## config.mk

```make
export PLATFORM = sky130hd
export DESIGN_NAME = lfsr_check_ctrl_flat
export DESIGN_NICKNAME = d
export VERILOG_FILES = /design/src/rtl/lfsr_pkg.sv /design/src/rtl/lfsr_check_ctrl_if.sv /design/src/rtl/lfsr.sv /design/src/rtl/lfsr_check_ctrl.sv /design/src/flat_wrapper.sv
export SDC_FILE = /design/constraint.sdc
export NUM_CORES = 1
export LEC_CHECK = 0
export BUFFER_PORTS_ARGS = -buffer_cell sky130_fd_sc_hd__buf_2
export CAP_MARGIN = 20
export CORE_ASPECT_RATIO = 0.8
export CORE_MARGIN = 3
export CORE_UTILIZATION = 40
export CTS_CLUSTER_DIAMETER = 30
export DETAILED_ROUTE_END_ITERATION = 10
export GPL_TIMING_DRIVEN = 0
export PLACE_DENSITY = 0.66
export SLEW_MARGIN = 20
export SYNTH_ARGS = -nofsm -noshare
export SYNTH_HDL_FRONTEND = slang
export SYNTH_SLANG_ARGS = --single-unit
```

## constraint.sdc

```tcl
create_clock -name clk -period 3 [get_ports clk]
set_input_delay 0.6 -clock clk [delete_from_list [all_inputs] [get_ports clk]]
set_output_delay 0.6 -clock clk [all_outputs]
set_load 0.03 [all_outputs]
```

## src/rtl/lfsr_pkg.sv

```systemverilog
// lfsr_pkg: shared checker states and default widths for the LFSR checker
package lfsr_pkg;
  typedef enum logic [1:0] {IDLE, SYNC, CHECK, DONE} state_t;
  localparam int DEF_WIDTH = 32;
  localparam int DEF_CNT_W = 32;
  localparam logic [31:0] DEF_TAPS = 32'h8020_0003;
endpackage

```

## src/rtl/lfsr_check_ctrl_if.sv

```systemverilog
// lfsr_check_ctrl_if: control, data and status bundle of the LFSR checker
interface lfsr_check_ctrl_if import lfsr_pkg::*; #(
  parameter int WIDTH = DEF_WIDTH,
  parameter int CNT_W = DEF_CNT_W
);
  logic start;
  logic stop;
  logic [CNT_W-1:0] num_words;
  logic din_valid;
  logic [WIDTH-1:0] datain;
  logic busy;
  logic locked;
  logic done;
  logic [CNT_W-1:0] word_count;
  logic [CNT_W-1:0] error_count;
  logic error;
  modport master (
    output start, stop, num_words, din_valid, datain,
    input busy, locked, done, word_count, error_count, error
  );
  modport slave (
    input start, stop, num_words, din_valid, datain,
    output busy, locked, done, word_count, error_count, error
  );
endinterface

```

## src/rtl/lfsr.sv

```systemverilog
// lfsr: one combinational Fibonacci step, feedback shifted in at bit 0
module lfsr import lfsr_pkg::*; #(
  parameter int WIDTH = DEF_WIDTH,
  parameter logic [WIDTH-1:0] TAPS = WIDTH'(DEF_TAPS)
) (
  input  logic [WIDTH-1:0] din,
  output logic [WIDTH-1:0] dout
);
  assign dout = {din[WIDTH-2:0], ^(din & TAPS)};
endmodule

```

## src/rtl/lfsr_check_ctrl.sv

```systemverilog
// lfsr_check_ctrl: self-synchronising LFSR stream checker with lock tracking
module lfsr_check_ctrl import lfsr_pkg::*; #(
  parameter int WIDTH = DEF_WIDTH,
  parameter int CNT_W = DEF_CNT_W,
  parameter int LOCK_COUNT = 8,
  parameter int UNLOCK_COUNT = 4
) (
  input logic clk,
  input logic reset,
  lfsr_check_ctrl_if.slave bus
);
  localparam int RUN_W = $clog2((LOCK_COUNT > UNLOCK_COUNT ? LOCK_COUNT : UNLOCK_COUNT) + 1);
  state_t state, state_d;
  logic [WIDTH-1:0] prev, prev_d, pred;
  logic seeded, seeded_d, err, err_d, hit;
  logic [RUN_W-1:0] mrun, mrun_d, xrun, xrun_d;
  logic [CNT_W-1:0] wc, wc_d, ec, ec_d;
  lfsr #(.WIDTH(WIDTH)) u_lfsr (.din(prev), .dout(pred));
  assign hit = bus.datain == pred;
  assign bus.busy = state == SYNC || state == CHECK;
  assign bus.locked = state == CHECK;
  assign bus.done = state == DONE;
  assign bus.word_count = wc;
  assign bus.error_count = ec;
  assign bus.error = err;
  // state, predictor history, runs and counters
  always_ff @(posedge clk) begin
    if (reset) begin
      state <= IDLE;
      prev <= '0;
      seeded <= 1'b0;
      mrun <= '0;
      xrun <= '0;
      wc <= '0;
      ec <= '0;
      err <= 1'b0;
    end else begin
      state <= state_d;
      prev <= prev_d;
      seeded <= seeded_d;
      mrun <= mrun_d;
      xrun <= xrun_d;
      wc <= wc_d;
      ec <= ec_d;
      err <= err_d;
    end
  end
  // next state; a valid word is always absorbed before stop takes effect
  always_comb begin
    state_d = state;
    prev_d = prev;
    seeded_d = seeded;
    mrun_d = mrun;
    xrun_d = xrun;
    wc_d = wc;
    ec_d = ec;
    err_d = err;
    case (state)
      IDLE, DONE: if (bus.start) begin
        state_d = SYNC;
        seeded_d = 1'b0;
        mrun_d = '0;
        xrun_d = '0;
        wc_d = '0;
        ec_d = '0;
        err_d = 1'b0;
      end
      SYNC: begin
        if (bus.din_valid) begin
          prev_d = bus.datain;
          seeded_d = 1'b1;
          if (seeded) mrun_d = hit ? mrun + RUN_W'(1) : '0;
          if (seeded && hit && mrun + RUN_W'(1) == RUN_W'(LOCK_COUNT)) begin
            state_d = CHECK;
            xrun_d = '0;
          end
        end
        if (bus.stop) state_d = DONE;
      end
      CHECK: begin
        if (bus.din_valid) begin
          prev_d = bus.datain;
          wc_d = wc + CNT_W'(1);
          xrun_d = hit ? '0 : xrun + RUN_W'(1);
          ec_d = hit || &ec ? ec : ec + CNT_W'(1);
          err_d = err || !hit;
          if (bus.num_words != '0 && wc_d == bus.num_words) state_d = DONE;
          else if (!hit && xrun + RUN_W'(1) == RUN_W'(UNLOCK_COUNT)) begin
            state_d = SYNC;
            mrun_d = '0;
          end
        end
        if (bus.stop) state_d = DONE;
      end
      default: state_d = IDLE;
    endcase
  end
endmodule

```

## src/flat_wrapper.sv

```systemverilog
// flat-port wrapper written by rule: the top's interface ports become plain ports
module lfsr_check_ctrl_flat import lfsr_pkg::*;
#(
  parameter int WIDTH = DEF_WIDTH,
  parameter int CNT_W = DEF_CNT_W,
  parameter int LOCK_COUNT = 8,
  parameter int UNLOCK_COUNT = 4
)
  (clk, reset, bus_start, bus_stop, bus_num_words, bus_din_valid, bus_datain, bus_busy, bus_locked, bus_done, bus_word_count, bus_error_count, bus_error);
  lfsr_check_ctrl_if #(.WIDTH(WIDTH), .CNT_W(CNT_W)) bus_i ();
  input logic clk;
  input logic reset;
  input wire logic [$bits(bus_i.start)-1:0] bus_start;
  input wire logic [$bits(bus_i.stop)-1:0] bus_stop;
  input wire logic [$bits(bus_i.num_words)-1:0] bus_num_words;
  input wire logic [$bits(bus_i.din_valid)-1:0] bus_din_valid;
  input wire logic [$bits(bus_i.datain)-1:0] bus_datain;
  output wire logic [$bits(bus_i.busy)-1:0] bus_busy;
  output wire logic [$bits(bus_i.locked)-1:0] bus_locked;
  output wire logic [$bits(bus_i.done)-1:0] bus_done;
  output wire logic [$bits(bus_i.word_count)-1:0] bus_word_count;
  output wire logic [$bits(bus_i.error_count)-1:0] bus_error_count;
  output wire logic [$bits(bus_i.error)-1:0] bus_error;
  assign bus_i.start = bus_start;
  assign bus_i.stop = bus_stop;
  assign bus_i.num_words = bus_num_words;
  assign bus_i.din_valid = bus_din_valid;
  assign bus_i.datain = bus_datain;
  assign bus_busy = bus_i.busy;
  assign bus_locked = bus_i.locked;
  assign bus_done = bus_i.done;
  assign bus_word_count = bus_i.word_count;
  assign bus_error_count = bus_i.error_count;
  assign bus_error = bus_i.error;
  lfsr_check_ctrl #(.WIDTH(WIDTH), .CNT_W(CNT_W), .LOCK_COUNT(LOCK_COUNT), .UNLOCK_COUNT(UNLOCK_COUNT)) u_core (.clk(clk), .reset(reset), .bus(bus_i));
endmodule
```

# [After elaboration in Yosys (flattened, before gate mapping)]
# Cells that the tools add are included.
[word_totals] rom_bits=0 out_inout_bits=68 latchBits=0 memories=0 ff_bits=108 ramBits=0
[classes] eq_ne=19 div=0 n_shift=0 add_sub_neg=4 order_cmp=0 reduce_logical=23 n_mux=33 n_mul=0 bitwise=0
[op_table] op="2-to-1 mux 32 bit" count=4
[op_table] op="case mux 32 bit (2 select lines)" count=2
[op_table] op="adder 32 x 1 -> 32 bit, second input constant" count=2
[op_table] op="equality test 32 bit" count=2
[op_table] op="2-to-1 mux 4 bit" count=11
[op_table] op="AND reduction 32 bit" count=1
[op_table] op="nonzero test 32 bit" count=1
[op_table] op="parity 32 bit" count=1
[op_table] op="case mux 4 bit (3 select lines)" count=2
[op_table] op="2-to-1 mux 2 bit" count=8
[op_table] op="inequality test 2 bit, second input constant" count=6
[op_table] op="inequality test 3 bit, second input constant" count=3
[op_table] op="adder 4 x 1 -> 4 bit, second input constant" count=2
[op_table] op="AND reduction 4 bit" count=2
[op_table] op="case mux 2 bit (3 select lines)" count=1
[op_table] op="AND reduction 3 bit" count=2
[op_table] op="AND reduction 6 bit" count=1
[op_table] op="AND reduction 5 bit" count=1
[op_table] op="equality test 2 bit, second input constant" count=2
[op_table] op="equality test 4 x 3 -> 1 bit, second input constant" count=1
[op_table] op="equality test 4 bit, second input constant" count=1
[op_table] op="logical AND 1 bit" count=4
[op_table] op="inequality test 2 x 1 -> 1 bit, second input constant" count=2
[op_table] op="inequality test 4 x 2 -> 1 bit, second input constant" count=1
[op_table] op="9 further kinds" count=16

# [Depth between registers and ports, before layout]
# Gate-level depths: netlist (run 1).
[logic_depth] word_depth=9 mapped_depth=11

# [By module]
# Synthesis (run 1) repeated with hierarchy kept, for this count alone.
[unflattened] hier_cells=933 area_unflattened_um2=7009.2
[modules_own_cells] mod="lfsr_check_ctrl" area_per_inst_um2=6750.2 cells_each=899 seq_area_each_um2=2162.1 n_inst=1
[modules_own_cells] mod="lfsr" area_per_inst_um2=259.0 cells_each=34 seq_area_each_um2=0.0 n_inst=1

# [Least setup slack after synthesis (run 1)]
# Ideal clock, no wire load.
[synth_path] kind="flip-flop to flip-flop" from="register u_core.wc[0] (netlist: u_core.bus.word_count[0])" to="register u_core.state[0]" path_buffers=1 t_required_ns=2.877 stages_incl_launch_ff=11 setup_time_ns=0.123 t_arrival_ns=3.278 setup_slack_ns=-0.402 path_cell_list="dfxtp_1 ha_1 nand3_1 or4_1 clkbuf_1 or3_1 a22oi_1 nand4_1 nor4_2 a21boi_1 mux2_1"
[synth_between] elab_chain_cells=7 word_cells_on_any_way=9 cone_classes="1 x add/sub; 2 x eq/ne; 4 x mux; 2 x reduce/logical"
[synth_lines] item="from (decl)" line="lfsr_check_ctrl.sv:17" text="logic [CNT_W-1:0] wc, wc_d, ec, ec_d;"
[synth_lines] item="from (signal assigned)" line="lfsr_check_ctrl.sv:43" text="wc <= wc_d;"
[synth_lines] item="adder 32 x 1 -> 32 bit (*)" line="lfsr_check_ctrl.sv:83" text="wc_d = wc + CNT_W'(1);"
[synth_lines] item="equality test 32 bit (*)" line="lfsr_check_ctrl.sv:87" text="if (bus.num_words != '0 && wc_d == bus.num_words) state_d = DONE;"
[synth_lines] item="logical AND 1 bit (*)" line="lfsr_check_ctrl.sv:87"
[synth_lines] item="2-to-1 mux 2 bit" line="lfsr_check_ctrl.sv:87"
[synth_lines] item="2-to-1 mux 2 bit" line="lfsr_check_ctrl.sv:81" text="if (bus.din_valid) begin"
[synth_lines] item="2-to-1 mux 2 bit" line="lfsr_check_ctrl.sv:93" text="if (bus.stop) state_d = DONE;"
[synth_lines] item="case mux 2 bit (3 select lines)" line="lfsr_check_ctrl.sv:58" text="case (state)"
[synth_lines] item="to (signal assigned)" line="lfsr_check_ctrl.sv:38" text="state <= state_d;"
[synth_lines] item="to (decl)" line="lfsr_check_ctrl.sv:13" text="state_t state, state_d;"
# Every way passes the cells marked *; elsewhere a longest branch is shown, timed or not. The select of a mux whose other input is x is not followed.
# A chain may end at the register's enable or synchronous reset.

# [Worst setup path in the final report (run 1)]
[layout_path] from="register u_core.wc[1] (netlist: u_core.bus.word_count[1])" to="register u_core.state[1]"
# Same word-level chain as after synthesis.

==> results of run 1 <==
==> flip-flops by register name (all words and copies together) (netlist names) <==
| signal | flops |
|---|---|
| u_core.prev | 32 |
| u_core.bus.error | 1 |
| u_core.seeded | 1 |
| u_core.xrun | 4 |
| u_core.mrun | 4 |
| u_core.bus.word_count | 32 |
| u_core.bus.error_count | 32 |
| u_core.state | 2 |
==> area by class of cell <==
type | count | area (sq um)
buffer | 48 | 262
clock buffer | 9 | 225
clock inverter | 7 | 78.8
fill | 1584 | 7670
inverter | 18 | 67.6
multi-input combinational | 699 | 4350
sequential | 108 | 2220
tap | 215 | 269
timing repair buffer | 154 | 818
==> power breakdown <==
part           switching (mW)  internal (mW)
clock network           0.631          0.593
registers              0.0749           1.53
logic                    1.10          0.525
total                    1.80           2.65
==> repair_timing <==
action	in CTS	in global routing
setup endpoints to repair	23	45
pin swaps	13	8
resized for setup	22	20
hold buffers	0	0
setup buffers	14	5
==> synth_stat cells (all sizes together) (3+ instances only) <==
cell and n:
and3 12, nand2b 6, a31oi 5, nor2 84, nand2 139, a21oi 76
nand3 30, o211ai 3, and4 8, xnor2 82, o31a 3, ha 8
a311oi 5, or4 12, nor3 34, nor4 24, buf 9, xor2 20
mux2i 4, a211oi 4, nand4 35, dfxtp 108, a22oi 5, o31ai 6
nand3b 3, and2 6, inv 18, clkbuf 44, a2111oi 3, nor3b 5
or3 21, o21ai 27, nor4b 3
==> worst max path at each step <==
stage	slack, ps	from	endpoint
6_report	-200	u_core.bus.word_count[1]	u_core.state[1]
4_1_cts	-180	u_core.bus.word_count[1]	u_core.state[1]
5_1_grt	-300	u_core.bus.word_count[1]	u_core.state[1]
3_5_place_dp	-610	u_core.bus.word_count[0]	u_core.state[0]
2_1_floorplan	4	u_core.bus.word_count[17]	u_core.state[1]
3_3_place_gp	-630	bus_datain[13]	u_core.bus.error_count[29]
==> worst reg2reg max path: cells and delay by family, from the launching register on <==
family	cells	cell delay (ps)
adders and majority gates	1	170
and+or+nand+nor	6	2000
AOI/OAI and AO/OA	2	580
DFF	1	380
==> cell usage in the layout (no fill, tap or decap), drive strengths merged, types with 5 or more instances in the layout <==
cell      n
o21ai    27
nand4    35
dfxtp   108
and4      8
nor2     84
and2      6
o31ai     6
a311oi    5
or4      12
a31oi     5
and3     12
or3      21
a22oi     5
clkbuf   48
nand3    30
xor2     20
nor3     34
nand2b    6
buf     163
inv      21
xnor2    82
ha        8
nor4     24
a21oi    76
nand2   139
nor3b     5
==> layer usage <==
| layer | GRT usage, % | up-vias |
|---|---|---|
| met5 | 0 | - |
| met4 | 6.35 | 2 |
| met3 | 4.38 | 33 |
| met2 | 35.3 | 257 |
| met1 | 32.7 | 3263 |
| li1 | - | 3431 |
==> cells by family (layout without fill, tap and decap cells) <==
logic type,count (synthesis),after routing
and+or+nand+nor,429,429
AOI/OAI and AO/OA,155,155
DFF,108,108
xor gates and xnor gates,102,102
buffers and inverters,71,236
adders and majority gates,8,8
muxes,5,5
==> results by group, run 1 <==
Detailed routing
  – Met3 WL: approximately 1600 microns
  – Total iterations of the first detailed-routing run: 6
  – Highest metal used: met5
  – M1 WL: between 9000 and 10000 microns
  – WL per Instance: 16.8 microns
  – Drt total wl: 21100 microns
  – Initial DRC count: 544
  – Post-route ant nets: 0
  – Vias: 6986
  – DR vias/cell: 5.55
  – # DRC: 0
  – Metal2 WL: 9340 microns

Setup path
  – Critical path class: flip-flop to flip-flop
  – Crit-path cells: ha_4 > nand4_1 > or4_4 > or4_4 > a2111oi_4 > nand2_1 > or4_4 > nor4_4 > o221a_1
  – R2R setup slack: -200 ps
  – Buffers and inverters on the worst path: 0
  – Reg2reg end: u_core.state[1]
  – Required time of the critical path: 3310 ps
  – Arr. time, crit path: 3510 ps
  – Slowest cell on the critical path: or4_4
  – CP top delay family: simple AND/OR/NAND/NOR gates
  – Crit-path most repeated cell: or4_4
  – WP depth: 9
  – Setup crit end kind: flip-flop
  – FF-to-FF path depth: 9
  – Reg2Reg Launch Point: u_core.bus.word_count[1]
  – CP Max Fanout: 4
  – Max stage delay on crit path: 560 ps
  – Worst setup SP type: flip-flop

Global routing
  – Total congestion overflow: 0
  – Antenna violations before repair: 1
  – First-pass GRT wire length: 33100 microns
  – Total GRT Usage: approximately 23%
  – Vias in the first global route: 6299
  – Largest net degree at the start of global routing: 22

CTS
  – TritonCTS clock tree: yes
  – CTS buffer count: 9
  – Clock Sinks: 108
  – Worst-skew pair later-pin latency: 370 ps
  – Root Driver: clkbuf_16
  – CTS clk-pin slew, worst paths: 80 ps
  – Clk buf depth: 2
  – H-tree levels: 3

Status
  – Failing checks: negative setup slack
  – Status: finished with violations

Logic synthesis
  – Top FF cell, synth: dfxtp_1
  – Largest cells by area after synthesis: dfxtp_1 33%, xnor2_1 11%, nand2_1 7.9%, a21oi_1 5.8%, nor2_1 4.8%
  – Gate Count Post-Synth: 878
  – Post-synthesis mux area share: 0.779%
  – Synth area leader: dfxtp_1
  – Top cell type's share of synthesized area: 32.8%
  – Simple-Gate Fraction of Synth Area: approximately a third
  – Sequential share of the synthesized area: 32.8%
  – Mean Syn Cell Area: between 7 and 8 sq um
  – Post-synthesis net count: 955
  – Post-synth EDFFs: 0
  – Post-Synthesis Cell Area: roughly 6600 sq um
  – Synth Area in Compound Gates: 14.4%
  – Largest family of logic cells by synthesized area: simple AND/OR/NAND/NOR gates
  – Asr flop ratio synth: 0%
  – Post-synthesis xor/xnor area fraction: 13.6%
  – Synth unique cells: 62
  – Flops & latches, synth: 108
  – Post-Synth Adder-Cell Area: 1.52%
  – Synth warnings: 0

Power and ir drop
  – Leak: 3.02 nW
  – VDD IR max: 0.369 mV
  – Pwr Total: 4.45 mW
  – Power Dens Cells: between 500 and 600 nW/um^2

Placement
  – Port bufs: around 140
  – Post-placement setup slack: -615 ps
  – Dpl hpwl: around 16000 microns
  – Placed insts: 1228
  – Post-Place Cell Area: 7700 sq um
  – GP Congestion: about 0.95

Final layout
  – Area Overhead vs Synth: 25.8%
  – Layout Cells excl Fill: 1258
  – Antenna cells: 0
  – Layout Nets: 1115
  – Layout cells sized above 1: ~23%
  – Post-layout util: 51.9%
  – Finished Cell Area: between 8000 and 9000 sq um

Timing
  – Final WS setup: -199 ps
  – Max Slew Vio Count: 0
  – Slew @ Worst Pin: 736 ps
  – Tmin final: 3200 ps
  – Unrepaired setup endpoints after global routing: true
  – Final Setup Violations: 6
  – Fin Hold WS: 471 ps
  – Setup Total Neg Slack: -695 ps
  – Worst Clk Skew: approximately 13 ps
  – Fmax: 0.313 GHz
  – Final worst path period share: 107%
  – Hold Fails Final Rpt: 0
  – Slew margin rel.: 50.5%

Hold path
  – Min-Delay Path Class: flip-flop to flip-flop
  – Cells on Worst Hold Path: 2
  – Hold_sp: u_core.prev[26]
  – Hold Path Sink: u_core.prev[26]

Floorplanning
  – Initial core utilization: 41.3%
  – Die H: about 120 microns
  – Chip width: 149 microns
  – Core Region: 16000 sq um
  – Cell Rows: slightly above 40
  – Die ar.: 18100 sq um
  – # IOs: 137

Job
  – Max-cap viol count: 0
Power figures use the tool's default switching activity.
==> run 2, diff against run 1 <==
==> constraint.sdc (replaced) <==
create_clock -name clk -period 3 [get_ports clk]
set_input_delay 0 -clock clk [delete_from_list [all_inputs] [get_ports clk]]
set_output_delay 0 -clock clk [all_outputs]
set_load 0.03 [all_outputs]
==> results by group, run 2 (synthesis gave the netlist of run 1 again) <==
Detailed routing
  – # DRC: 0 (unchanged)
  – Highest metal used: met5 (unchanged)
  – Post-route ant nets: 0 (unchanged)
  – Metal2 WL: 9550 microns (was 9340 microns)
  – WL per Instance: 16.6 microns (was 16.8 microns)
  – M1 WL: 9990 microns (was 9870 microns)
  – Initial DRC count: 556 (was 544)
  – Drt total wl: 21500 microns (was 21100 microns)
  – Vias: 7115 (was 6986)
  – Total iterations of the first detailed-routing run: 6 (unchanged)
  – DR vias/cell: 5.52 (was 5.55)
  – Met3 WL: 1550 microns (was 1560 microns)

Setup path
  – Reg2Reg Launch Point: u_core.bus.word_count[1] (unchanged)
  – FF-to-FF path depth: 9 (unchanged)
  – Arr. time, crit path: 3530 ps (was 3510 ps)
  – Reg2reg end: u_core.state[1] (unchanged)
  – Required time of the critical path: 3310 ps (about the same)
  – Worst setup SP type: flip-flop (unchanged)
  – CP Max Fanout: 4 (unchanged)
  – Setup crit end kind: flip-flop (unchanged)
  – Critical path class: flip-flop to flip-flop (unchanged)
  – R2R setup slack: -220 ps (was -200 ps)

Hold path
  – Hold_sp: bus_start (was u_core.prev[26])
  – Cells on Worst Hold Path: 4 (was 2)
  – Hold Path Sink: u_core.bus.error_count[28] (was u_core.prev[26])
  – Min-Delay Path Class: input port to flip-flop (was flip-flop to flip-flop)

Global routing
  – First-pass GRT wire length: 33800 microns (was 33100 microns)
  – Total congestion overflow: 0 (unchanged)
  – Largest net degree at the start of global routing: 22 (unchanged)
  – Vias in the first global route: 6483 (was 6299)
  – Antenna violations before repair: 1 (unchanged)
  – Total GRT Usage: 23.3% (was 22.9%)

Power and ir drop
  – Leak: 3.16 nW (was 3.02 nW)
  – VDD IR max: 0.370 mV (was 0.369 mV)
  – Pwr Total: 4.50 mW (was 4.45 mW)
  – Power Dens Cells: 522 nW/um^2 (was 537 nW/um^2)

Timing
  – Final Setup Violations: 6 (unchanged)
  – Slew margin rel.: 49.1% (was 50.5%)
  – Max Slew Vio Count: 0 (unchanged)
  – Setup Total Neg Slack: -750 ps (was -695 ps)
  – Worst Clk Skew: 12.1 ps (was 13.4 ps)
  – Final worst path period share: 107% (about the same)
  – Slew @ Worst Pin: 757 ps (was 736 ps)
  – Final WS setup: -215 ps (was -199 ps)
  – Unrepaired setup endpoints after global routing: true (unchanged)
  – Hold Fails Final Rpt: 0 (unchanged)
  – Fmax: 0.311 GHz (was 0.313 GHz)
  – Tmin final: 3220 ps (was 3200 ps)

Floorplanning
  – Initial core utilization: 41.3% (unchanged)
  – Core Region: 16000 sq um (unchanged)
  – # IOs: 137 (unchanged)
  – Die H: 121 microns (unchanged)
  – Die ar.: 18100 sq um (unchanged)
  – Chip width: 149 microns (unchanged)
  – Cell Rows: 41 (unchanged)

Status
  – Status: finished with violations (unchanged)
  – Failing checks: negative setup slack (unchanged)

Placement
  – Port bufs: 135 (unchanged)
  – Dpl hpwl: 15700 microns (unchanged)
  – GP Congestion: 0.949 (unchanged)

CTS
  – TritonCTS clock tree: yes (unchanged)
  – Clk buf depth: 2 (unchanged)
  – Root Driver: clkbuf_16 (unchanged)
  – CTS clk-pin slew, worst paths: 80 ps (about the same)
  – Worst-skew pair later-pin latency: 370 ps (about the same)
  – Clock Sinks: 108 (unchanged)
  – H-tree levels: 3 (unchanged)
  – CTS buffer count: 9 (unchanged)

Final layout
  – Layout cells sized above 1: 22.1% (was 22.8%)
  – Antenna cells: 0 (unchanged)
  – Layout Nets: 1147 (was 1115)
  – FILL cells: 1541 (was 1584)
  – Commonest non-fill, non-tap cell in the layout: nand2_1 (unchanged)
  – Commonest cells after routing, fill and taps aside: 138 x nand2_1, 137 x buf_2, 89 x dfxtp_1 (unchanged)
  – Area Overhead vs Synth: 30.6% (was 25.8%)

Job
  – Max-cap viol count: 0 (unchanged)
-- run 2: changes by cell type in the layout (fill, tap and decap cells not counted), sizes merged --
cell,change
dlygate4sd3,+32
-- run 2: cell type report --
cell class / instances / area, sq um / share of cell area (%)
inverter: 18 / 67.6 / 0.785
sequential: 108 / 2220 / 25.7
clock inverter: 7 / 78.8 / 0.916
buffer: 48 / 262 / 3.04
timing repair buffer: 186 / 1140 / 13.2
multi-input combinational: 699 / 4350 / 50.5
tap: 215 / 269 / 3.13
clock buffer: 9 / 225 / 2.62
-- run 2: worst max path at each step --
stage / from / endpoint / slack [ps] / depth (start not counted)
4_1_cts: u_core.bus.word_count[1] / u_core.state[1] / -180 / 9
6_report: u_core.bus.word_count[1] / u_core.state[1] / -220 / 9
3_3_place_gp: u_core.bus.word_count[0] / u_core.state[0] / -630 / 9
3_5_place_dp: u_core.bus.word_count[0] / u_core.state[0] / -610 / 9
2_1_floorplan: u_core.bus.word_count[17] / u_core.state[1] / 4 / 10
5_1_grt: u_core.bus.word_count[1] / u_core.state[1] / -300 / 9
-- run 2: critical path: stages (launching register included) --
cell       delay (ps)
dfxtp_4           380
ha_4              170
nand4_1           130
or4_4             550
or4_4             510
a2111oi_4         390
nand2_1           110
or4_4             550
nor4_4            150
o221a_1           210
-- run 2: per-layer routing --
layer / up-vias / GRT usage [%]
met5: - / 0
met4: 2 / 6.35
met3: 34 / 4.31
met2: 254 / 36.5
met1: 3322 / 33.0
li1: 3503 / -
-- run 2: where the power goes --
group	total [mW]	switching [mW]	internal, mW
Combinational	1.66	1.10	0.553
Sequential	1.60	0.0758	1.53
Clock	1.24	0.642	0.594
-- run 2: repair_timing --
action                                  in CTS  in global routing
gates resized for setup                     22                 20
hold buffers                                32                  0
buffers inserted                            14                  5
endpoints found under the hold margin       32                  0
endpoints found under the setup margin      23                 45
pin swaps                                   13                  8
-- run 2: stage by stage --
step | std cells | util [%] | area (sq um) | worst slack, ps | hold WS [ps]
finish | 1290 | 53.9 | 8610 | -215 | 43.5
CTS | 1288 | 53.4 | 8510 | -179 | 30.9
detailed placement | 1228 | 48.2 | 7700 | -615 | 270
global route | 1290 | 53.9 | 8610 | -297 | 50.3
global placement | 1228 | 48.2 | 7700 | -628 | 266
floorplan | 878 | - | 6750 | 4.42 | 136
==> run 3, diff against run 2 <==
--- a/config.mk
+++ b/config.mk
@@ -14,6 +14,7 @@
 export DETAILED_ROUTE_END_ITERATION = 10
 export GPL_TIMING_DRIVEN = 0
 export PLACE_DENSITY = 0.66
+export RECOVER_POWER = 25
 export SLEW_MARGIN = 20
 export SYNTH_ARGS = -nofsm -noshare
 export SYNTH_HDL_FRONTEND = slang
==> results by group, run 3 (synthesis gave the netlist of run 1 again) <==
Status
  – Status: finished with violations (unchanged)
  – Failing checks: negative setup slack (unchanged)

Setup path
  – Crit-path most repeated cell: or4_4 (unchanged)
  – Max stage delay on crit path: 560 ps (was 550 ps)
  – Required time of the critical path: 3310 ps (about the same)
  – Arr. time, crit path: 3510 ps (was 3530 ps)
  – Worst setup SP type: flip-flop (unchanged)
  – Slowest cell on the critical path: or4_4 (unchanged)
  – CP Max Fanout: 4 (unchanged)
  – CP top delay family: simple AND/OR/NAND/NOR gates (unchanged)
  – Crit-path cells: ha_4 > nand4_1 > or4_4 > or4_4 > a2111oi_4 > nand2_1 > or4_4 > nor4_4 > o221a_1 (unchanged)
  – Buffers and inverters on the worst path: 0 (unchanged)
  – Critical path class: flip-flop to flip-flop (unchanged)
  – Setup crit end kind: flip-flop (unchanged)

Final layout
  – Finished Cell Area: 8550 sq um (was 8610 sq um)
  – Layout cells sized above 1: 18.2% (was 22.1%)
  – Commonest non-fill, non-tap cell in the layout: nand2_1 (unchanged)
  – Layout Nets: 1147 (unchanged)
  – Commonest cells after routing, fill and taps aside: 138 x nand2_1, 95 x buf_2, 89 x dfxtp_1 (was 138 x nand2_1, 137 x buf_2, 89 x dfxtp_1)
  – Post-layout util: 53.6% (was 53.9%)
  – Area Overhead vs Synth: 29.8% (was 30.6%)
  – Antenna cells: 0 (unchanged)

Global routing
  – Met2 Resource Use GR: 36.5% (unchanged)
  – GRT busiest layer: met2 (unchanged)
  – Largest net degree at the start of global routing: 22 (unchanged)
  – Total congestion overflow: 0 (unchanged)
  – Antenna violations before repair: 1 (unchanged)
  – Total GRT Usage: 23.3% (unchanged)
  – First-pass GRT wire length: 33800 microns (unchanged)
  – Vias in the first global route: 6483 (unchanged)
  – Met3 usage: 4.31% (unchanged)
  – Met1 global-route usage: 33.0% (unchanged)

CTS
  – Clock Sinks: 108 (unchanged)
  – Worst-skew pair later-pin latency: 370 ps (about the same)
  – TritonCTS clock tree: yes (unchanged)
  – Root Driver: clkbuf_16 (unchanged)
  – CTS clk-pin slew, worst paths: 80 ps (about the same)
  – H-tree levels: 3 (unchanged)
  – Clk buf depth: 2 (unchanged)
  – CTS buffer count: 9 (unchanged)

Placement
  – GP Congestion: 0.949 (unchanged)
  – Port bufs: 135 (unchanged)
  – Post-Place Cell Area: 7700 sq um (unchanged)
  – Dpl hpwl: 15700 microns (unchanged)

Floorplanning
  – Cell Rows: 41 (unchanged)
  – Initial core utilization: 41.3% (unchanged)
  – Core Region: 16000 sq um (unchanged)
  – # IOs: 137 (unchanged)
  – Chip width: 149 microns (unchanged)
  – Die ar.: 18100 sq um (unchanged)
  – Die H: 121 microns (unchanged)

Hold path
  – Min-Delay Path Class: input port to flip-flop (unchanged)

Power and ir drop
  – Switch Pwr: 1.82 mW (about the same)
  – Gate power share: 36.9% (about the same)
  – Clk network pwr share: 27.4% (was 27.5%)
  – Power Dens Cells: 525 nW/um^2 (was 522 nW/um^2)
  – Reg power frac: 35.7% (was 35.6%)
  – Switching part of the total: 40.5% (about the same)
  – Leak: 2.97 nW (was 3.16 nW)
  – VDD IR max: 0.371 mV (was 0.370 mV)
  – Cell Int Power: 2.67 mW (about the same)

Job
  – Max-cap viol count: 0 (unchanged)

Detailed routing
  – Post-route ant nets: 0 (unchanged)
  – Vias: 7162 (was 7115)
  – Drt total wl: 21500 microns (about the same)
  – # DRC: 0 (unchanged)
  – Total iterations of the first detailed-routing run: 5 (was 6)
  – DR vias/cell: 5.55 (was 5.52)
  – WL per Instance: 16.7 microns (was 16.6 microns)
  – Initial DRC count: 572 (was 556)

Timing
  – Fmax: 0.313 GHz (was 0.311 GHz)
  – Fin Hold WS: 48.6 ps (was 43.5 ps)
  – Final WS setup: -199 ps (was -215 ps)
  – Slew @ Worst Pin: 734 ps (was 757 ps)
  – Slew margin rel.: 50.6% (was 49.1%)
  – Final worst path period share: 107% (about the same)
  – Max Slew Vio Count: 0 (unchanged)
  – Final Setup Violations: 6 (unchanged)
  – Tmin final: 3200 ps (was 3220 ps)
  – Worst Clk Skew: 12.0 ps (was 12.1 ps)
  – Unrepaired setup endpoints after global routing: true (unchanged)
  – Hold Fails Final Rpt: 0 (unchanged)
run 3: path summary, 6_finish.rpt:
kind                                  from                    endpoint  slack (ps)  cells after the start
setup / recovery  u_core.bus.word_count[1]             u_core.state[1]        -200                      9
hold / removal                   bus_start  u_core.bus.error_count[28]          50                      4
setup reg to reg  u_core.bus.word_count[1]             u_core.state[1]        -200                      9
hold reg to reg            u_core.prev[26]             u_core.prev[26]         470                      2
run 3: final cells by class:
cell class              count  area, sq um
fillers                  1561         7400
multi-input cells         699         4350
flip-flops and latches    108         2220
repair buffers            186         1090
well taps                 215          269
plain buffers              48          262
clock buffers               9          225
clock inverters             7         78.8
inverters                  18         67.6
run 3: power by group through the flow:
stage	sequential (mW)	clock, mW	combinational (mW)
after floorplan	1.63	0	1.05
after global placement	1.63	0	1.51
after detailed placement	1.64	0	1.54
after CTS	1.60	1.25	1.62
after global routing	1.62	1.31	1.82
final	1.60	1.23	1.66
run 3: metal layers:
layer | part of all wire (%) | vias to the layer above
met2 | 45 | 304
li1 | - | 3497
met3 | 7.9 | 36
met4 | 1.8 | 2
met1 | 46 | 3323
met5 | 0.033 | -
run 3: stage by stage:
stage	instances	total power, mW	TNS (ps)	worst slack, ps
after floorplan	878	2.69	0	4.42
after global placement	1228	3.15	-7350	-628
after detailed placement	1228	3.17	-7180	-615
after CTS	1288	4.47	-692	-179
after global routing	1290	4.74	-1290	-297
final	1290	4.49	-766	-199
run 3: worst reg2reg max path, stage by stage (launching register included):
cell       delay (ps)
dfxtp_4           380
ha_4              170
nand4_1           130
or4_4             560
or4_4             510
a2111oi_4         380
nand2_1           100
or4_4             550
nor4_4            150
o221a_1           210
run 3: what timing repair did:
action	CTS	global route
endpoints found under the hold margin	32	0
endpoints found under the setup margin	23	45
pin swaps	13	8
hold buffers	32	0
resized for setup	22	20
setup buffers	14	5
